### config.mk
export PLATFORM = sky130hd
export DESIGN_NAME = wb_spi_tgt
export DESIGN_NICKNAME = d
export VERILOG_FILES = /design/src/rtl/wb_spi_tgt.sv
export SDC_FILE = /design/constraint.sdc
export NUM_CORES = 1
export LEC_CHECK = 0
export CORE_MARGIN = 4
export CORE_UTILIZATION = 51
export CTS_BUF_LIST = sky130_fd_sc_hd__clkbuf_4 sky130_fd_sc_hd__clkbuf_8
export DETAILED_ROUTE_END_ITERATION = 7
export GPL_TIMING_DRIVEN = 0
export PLACE_DENSITY_LB_ADDON = 0.1
export SYNTH_ARGS = -nofsm -noshare
export SYNTH_HDL_FRONTEND = slang
export SYNTH_SLANG_ARGS = --single-unit
### constraint.sdc
create_clock -name clk_i -period 4.1 [get_ports clk_i]
set_input_delay 0.615 -clock clk_i [delete_from_list [all_inputs] [get_ports clk_i]]
set_output_delay 0.615 -clock clk_i [all_outputs]
set_load 0.03 [all_outputs]
### src/rtl/wb_spi_tgt.sv
`timescale 1ns/1ps
// SPI target, CPHA=0, 8-bit MSB-first frames, oversampled in clk_i, with a Wishbone register slave.
//   state   | meaning
//   S_IDLE  | no frame active, MISO released, waiting for CS to fall while enabled
//   S_SHIFT | frame active, MISO driven, bits exchanged on synchronized SCK edges
module wb_spi_tgt #(
    parameter int SYNC_STAGES = 2
) (
    input  logic        clk_i,
    input  logic        rst_i,
    input  logic        wb_cyc_i,
    input  logic        wb_stb_i,
    input  logic        wb_we_i,
    input  logic [1:0]  wb_adr_i,
    input  logic [31:0] wb_dat_i,
    output logic [31:0] wb_dat_o,
    output logic        wb_ack_o,
    output logic        irq_o,
    input  logic        spi_cs_i,
    input  logic        spi_sck_i,
    input  logic        spi_sdi_i,
    output logic        spi_sdo_o,
    output logic        spi_sdo_oe_o
);

    typedef enum logic {S_IDLE, S_SHIFT} state_t;

    logic [SYNC_STAGES-1:0] r_sck_sync;
    logic [SYNC_STAGES-1:0] r_cs_sync;
    logic [SYNC_STAGES-1:0] r_sdi_sync;
    logic                   r_sck_d;
    logic                   r_cs_d;

    state_t      r_state;
    logic [2:0]  r_bit_cnt;
    logic [7:0]  r_tx_sr;
    logic [7:0]  r_rx_sr;
    logic [7:0]  r_tx_buf;
    logic [7:0]  r_rxdata;
    logic [2:0]  r_ctrl;
    logic        r_tx_full;
    logic        r_rx_valid;
    logic        r_rx_ovr;
    logic        r_tx_udr;
    logic        r_irq;
    logic        r_sdo_oe;

    logic        w_sck_s;
    logic        w_cs_s;
    logic        w_sdi_s;
    logic        w_en;
    logic        w_cpol;
    logic        w_rxie;
    logic        w_lead;
    logic        w_trail;
    logic        w_cs_fall;
    logic [7:0]  w_rx_byte;
    logic        w_wb_acc;
    logic        w_tx_wr;
    logic        w_rx_rd;
    logic        w_st_wr;
    logic        w_ctrl_wr;
    logic        w_unused;

    assign w_sck_s   = r_sck_sync[SYNC_STAGES-1];
    assign w_cs_s    = r_cs_sync[SYNC_STAGES-1];
    assign w_sdi_s   = r_sdi_sync[SYNC_STAGES-1];
    assign w_en      = r_ctrl[0];
    assign w_cpol    = r_ctrl[1];
    assign w_rxie    = r_ctrl[2];

    // Edge polarity is relative to CPOL: the leading edge always leaves the idle level.
    assign w_lead    = (w_sck_s != r_sck_d) && (w_sck_s != w_cpol);
    assign w_trail   = (w_sck_s != r_sck_d) && (w_sck_s == w_cpol);
    assign w_cs_fall = ~w_cs_s & r_cs_d;
    assign w_rx_byte = {r_rx_sr[6:0], w_sdi_s};

    assign w_wb_acc  = wb_cyc_i & wb_stb_i;
    assign w_tx_wr   = w_wb_acc &  wb_we_i & (wb_adr_i == 2'd0);
    assign w_rx_rd   = w_wb_acc & ~wb_we_i & (wb_adr_i == 2'd1);
    assign w_st_wr   = w_wb_acc &  wb_we_i & (wb_adr_i == 2'd2);
    assign w_ctrl_wr = w_wb_acc &  wb_we_i & (wb_adr_i == 2'd3);
    assign w_unused  = &{1'b0, wb_dat_i[31:8], r_rx_sr[7]};

    assign wb_ack_o     = w_wb_acc;
    assign irq_o        = r_irq;
    assign spi_sdo_oe_o = r_sdo_oe;
    assign spi_sdo_o    = r_sdo_oe & r_tx_sr[7];

    always_comb begin
        wb_dat_o = 32'h0;
        case (wb_adr_i)
            2'd1:    wb_dat_o = {24'h0, r_rxdata};
            2'd2:    wb_dat_o = {27'h0, ~w_cs_s, r_tx_udr, r_rx_ovr, r_rx_valid, r_tx_full};
            2'd3:    wb_dat_o = {29'h0, r_ctrl};
            default: wb_dat_o = 32'h0;
        endcase
    end

    always_ff @(posedge clk_i) begin
        if (rst_i) begin
            r_sck_sync <= '0;
            r_cs_sync  <= '1;
            r_sdi_sync <= '0;
            r_sck_d    <= 1'b0;
            r_cs_d     <= 1'b1;
        end else begin
            r_sck_sync <= {r_sck_sync[SYNC_STAGES-2:0], spi_sck_i};
            r_cs_sync  <= {r_cs_sync[SYNC_STAGES-2:0], spi_cs_i};
            r_sdi_sync <= {r_sdi_sync[SYNC_STAGES-2:0], spi_sdi_i};
            r_sck_d    <= w_sck_s;
            r_cs_d     <= w_cs_s;
        end
    end

    // Assignment order matters below: later non-blocking writes win, which gives
    // set-over-clear for status flags and buffer-write-over-load for tx_full.
    always_ff @(posedge clk_i) begin
        if (rst_i) begin
            r_state    <= S_IDLE;
            r_bit_cnt  <= 3'd0;
            r_tx_sr    <= 8'h00;
            r_rx_sr    <= 8'h00;
            r_tx_buf   <= 8'h00;
            r_rxdata   <= 8'h00;
            r_ctrl     <= 3'd0;
            r_tx_full  <= 1'b0;
            r_rx_valid <= 1'b0;
            r_rx_ovr   <= 1'b0;
            r_tx_udr   <= 1'b0;
            r_irq      <= 1'b0;
            r_sdo_oe   <= 1'b0;
        end else begin
            r_irq <= w_rxie & r_rx_valid;

            if (w_ctrl_wr)
                r_ctrl <= wb_dat_i[2:0];
            if (w_rx_rd)
                r_rx_valid <= 1'b0;
            if (w_st_wr) begin
                if (wb_dat_i[2])
                    r_rx_ovr <= 1'b0;
                if (wb_dat_i[3])
                    r_tx_udr <= 1'b0;
            end

            case (r_state)
                S_IDLE: begin
                    r_sdo_oe <= 1'b0;
                    if (w_en && w_cs_fall) begin
                        r_state   <= S_SHIFT;
                        r_sdo_oe  <= 1'b1;
                        r_bit_cnt <= 3'd0;
                        if (r_tx_full) begin
                            r_tx_sr   <= r_tx_buf;
                            r_tx_full <= 1'b0;
                        end else begin
                            r_tx_sr  <= 8'h00;
                            r_tx_udr <= 1'b1;
                        end
                    end
                end
                S_SHIFT: begin
                    if (w_cs_s || !w_en) begin
                        r_state   <= S_IDLE;
                        r_sdo_oe  <= 1'b0;
                        r_bit_cnt <= 3'd0;
                    end else if (w_lead) begin
                        r_rx_sr   <= w_rx_byte;
                        r_bit_cnt <= r_bit_cnt + 3'd1;
                        if (r_bit_cnt == 3'd7) begin
                            // A read in this very cycle frees the slot, so no overrun.
                            if (!r_rx_valid || w_rx_rd) begin
                                r_rxdata   <= w_rx_byte;
                                r_rx_valid <= 1'b1;
                            end else begin
                                r_rx_ovr <= 1'b1;
                            end
                        end
                    end else if (w_trail) begin
                        if (r_bit_cnt != 3'd0) begin
                            r_tx_sr <= {r_tx_sr[6:0], 1'b0};
                        end else if (r_tx_full) begin
                            r_tx_sr   <= r_tx_buf;
                            r_tx_full <= 1'b0;
                        end else begin
                            r_tx_sr  <= 8'h00;
                            r_tx_udr <= 1'b1;
                        end
                    end
                end
                default: begin
                    r_state  <= S_IDLE;
                    r_sdo_oe <= 1'b0;
                end
            endcase

            if (w_tx_wr) begin
                r_tx_buf  <= wb_dat_i[7:0];
                r_tx_full <= 1'b1;
            end
        end
    end

endmodule

==> run summary <==
Initial Util - 0.5436
Pleak - 1.121 nW
type of the worst min-delay path - reg2reg
largest net degree at the start of global routing - 16
final hold viol count - 0
Vert. Die Dim - 77.06 um
dpl hpwl - 3768 um
CP required - 3.48 ns
unique cell type count in the Yosys netlist - 36
maximum VDD drop - 173.0 uV
htree depth - 2
crit path DAT - 2.44 ns
Yosys reg bits - 52
Syn Area/Cell - 9.042 sq um
Multi-input gate area - 1199 sq um
most used flip-flop cell after synthesis - dfxtp_1
vias in the first global route - 1,848
DRT iter0 DRCs - 124
Layout Skew - 0.006503 ns
Clock power frac - 0.329
hold buffer count at CTS - 0
RSZ-0062 raised after global routing - no
register area share after synthesis - 0.4280
PwrDens - 309.6 nW/um^2
setup slack, reg-to-reg - 2.24 ns
NetSw - 0.2291 mW
DRC errors left - 0
CP peak stage delay - 0.67 ns
Synth Cell Area - 2432 sq um
Final nets - 372
final period utilization - 0.7455
Hold Path Depth - 1
cell area after layout - 2957 sq um
crit-path leading delay family - buffers and inverters
post-synth top area share - 0.4280
fillers - 386
Slew @ Worst Pin - 0.6497 ns
Post-DRT Antenna Nets - 0
Synth area leader - dfxtp_1
Stages on worst setup path - 5
Async SR Flop Fraction - 0
Post-synth EDFFs - 0
Power Internal - 0.6863 mW
CTS clock-pin slew for the worst setup and hold paths - 0.09 ns
Worst Path Buf+Inv - 3
core area - 4474 sq um
per-cell routed wire length - 13.20 um
row count - 24
fraction of final layout cells sized beyond drive strength 1 - 0.1402
slew margin rel. - 0.5653
gr ovfl total - 0
final setup violation count - 0
CP Capture Type - primary output
Synth Warn # - 0
first-pass GRT wire length - 8521 um
Crit-path slowest cell - clkdlybuf4s50_1
CTS tree - done
# diodes - 0
placer's final routability congestion estimate - 0.8133
Reg power frac - 0.560
Worst Hold Slack - 0.4256 ns
Num CTS Buffers - 5
cells on worst reg2reg path - 5
die area - 5938 sq um
Routed WL - 5015 um
synthesis-to-layout area growth - 21.55%
initial antenna violation count - 0
number of top-level pins - 78
Global Route Usage Sum - 0.1770
Max FO, Critical Path - 5
postcts setup bufs - 0
Max clock buf depth - 2
# resized after CTS - 0
cell chain of the critical path - clkdlybuf4s50_1 > inv_1 > nor2_1 > a22o_1 > clkdlybuf4s50_1
Max-Cap Viols - 0
most frequent CP cell - clkdlybuf4s50_1
Period minus WS final - 3.057 ns
fin. max-slew vios - 0
fmax - 0.3272 GHz
detailed-router iteration count before antenna repair - 4
Die X - 77.06 um
Vias - 1,912
final setup TNS - 0 ns
Port Buf Inserts - 28
Area after DPL - 2864 sq um
Synth area leaders - dfxtp_1, mux2i_1, buf_4, nand3_1, nand2b_1
Vias/cell - 5.032
Worst setup SP type - input port
register area - 1041 sq um
Comb power frac - 0.111
Root Buffer - clkbuf_8
CP Class - in2out
status - completed
sw frac - 0.2502
Post-Synthesis Cells - 269
Clock Sinks - 52
worst-skew pair later-pin latency - 0.30 ns
-- synth_stat cells, drive strengths merged (2+ instances only) --
master  number
dfxtp       52
clkbuf      12
nand3       24
a22o         3
inv          6
a21oi       13
or3b         2
nand3b       2
nor2b        7
o21ai        5
mux2i       22
ha           3
and2         4
nand2       18
nand4        2
buf         28
nor3         2
nor2        22
a311oi       9
or2          3
nand2b      19
and3         3
-- worst register-to-register path, stage by stage, from the launching register on --
cell      delay [ns]
dfxtp_1         0.38
or3b_4          0.42
a311oi_4        0.53
buf_6           0.23
nand4_4         0.10
a21oi_2         0.13
-- layer usage --
metal  track usage  wire length, um  vias to the layer above
li1              -                -                      989
met1        0.2283             2275                      873
met2        0.2988             2423                       42
met3       0.03044              252                        8
met4       0.06050               63                        0
met5             0                0                        -
-- sequential cells by signal (all words and copies together), names as in the netlist, 3 cells and up --
name       count
r_tx_buf       8
r_rxdata       8
r_bit_cnt      3
r_rx_sr        7
r_ctrl         3
r_tx_sr        8
-- worst paths after layout --
path                start            to
min reg2reg  r_cs_sync[0]  r_cs_sync[1]
min          r_cs_sync[0]  r_cs_sync[1]
max           wb_adr_i[0]   wb_dat_o[3]
max reg2reg     r_ctrl[1]    r_tx_sr[0]
-- power by group through the flow --
stage	Clock [mW]	Sequential, mW	Combinational, mW
after floorplan	0	0.523	0.0732
after global placement	0	0.524	0.100
after detailed placement	0	0.525	0.101
after CTS	0.308	0.513	0.101
after global routing	0.331	0.513	0.110
final	0.301	0.513	0.102
-- cell type report --
class,instances,share of cell area
Tap cell,52,0.02201
Multi-Input combinational cell,194,0.4054
Inverter,6,0.007617
Buffer,40,0.08675
Clock buffer,6,0.02793
Sequential cell,52,0.3521
Timing Repair Buffer,28,0.09479
Clock inverter,2,0.003386
-- cell usage in the layout (no fill, tap or decap), types with 2 or more instances in the layout --
master           count
dfxtp_1             52
clkdlybuf4s50_1     28
buf_4               26
nand3_1             24
conb_1              24
nor2_1              22
mux2i_1             22
nand2b_1            19
nand2_1             18
clkbuf_1            12
a21oi_1             12
a311oi_1             8
nor2b_1              7
inv_1                6
clkbuf_8             6
o21ai_0              5
and2_1               4
a22o_1               3
and3_1               3
or2_2                3
ha_1                 3
nand3b_1             2
nor3_1               2
clkinv_2             2
-- cell families after synthesis --
logic type               synth area share
adder cells (fa/ha/maj)           0.01543
multiplexers                      0.09516
flip-flops                         0.4280
other                            0.001542
AO/OA/AOI/OAI                      0.1039
buffers and inverters              0.1147
AND/OR/NAND/NOR                    0.2413
-- metrics by stage --
stage | power (mW) | cells | worst slack (ns) | utilization
6_report | 0.9154 | 380 | 1.043 | 0.6608
5_1_grt | 0.9537 | 380 | 0.8986 | 0.6608
4_1_cts | 0.9217 | 380 | 1.026 | 0.6608
3_5_place_dp | 0.6252 | 372 | 1.030 | 0.6401
3_3_place_gp | 0.6242 | 372 | 1.067 | 0.6401
2_1_floorplan | 0.5967 | 292 | 1.514 | -
(Power assumes the default switching activity.)
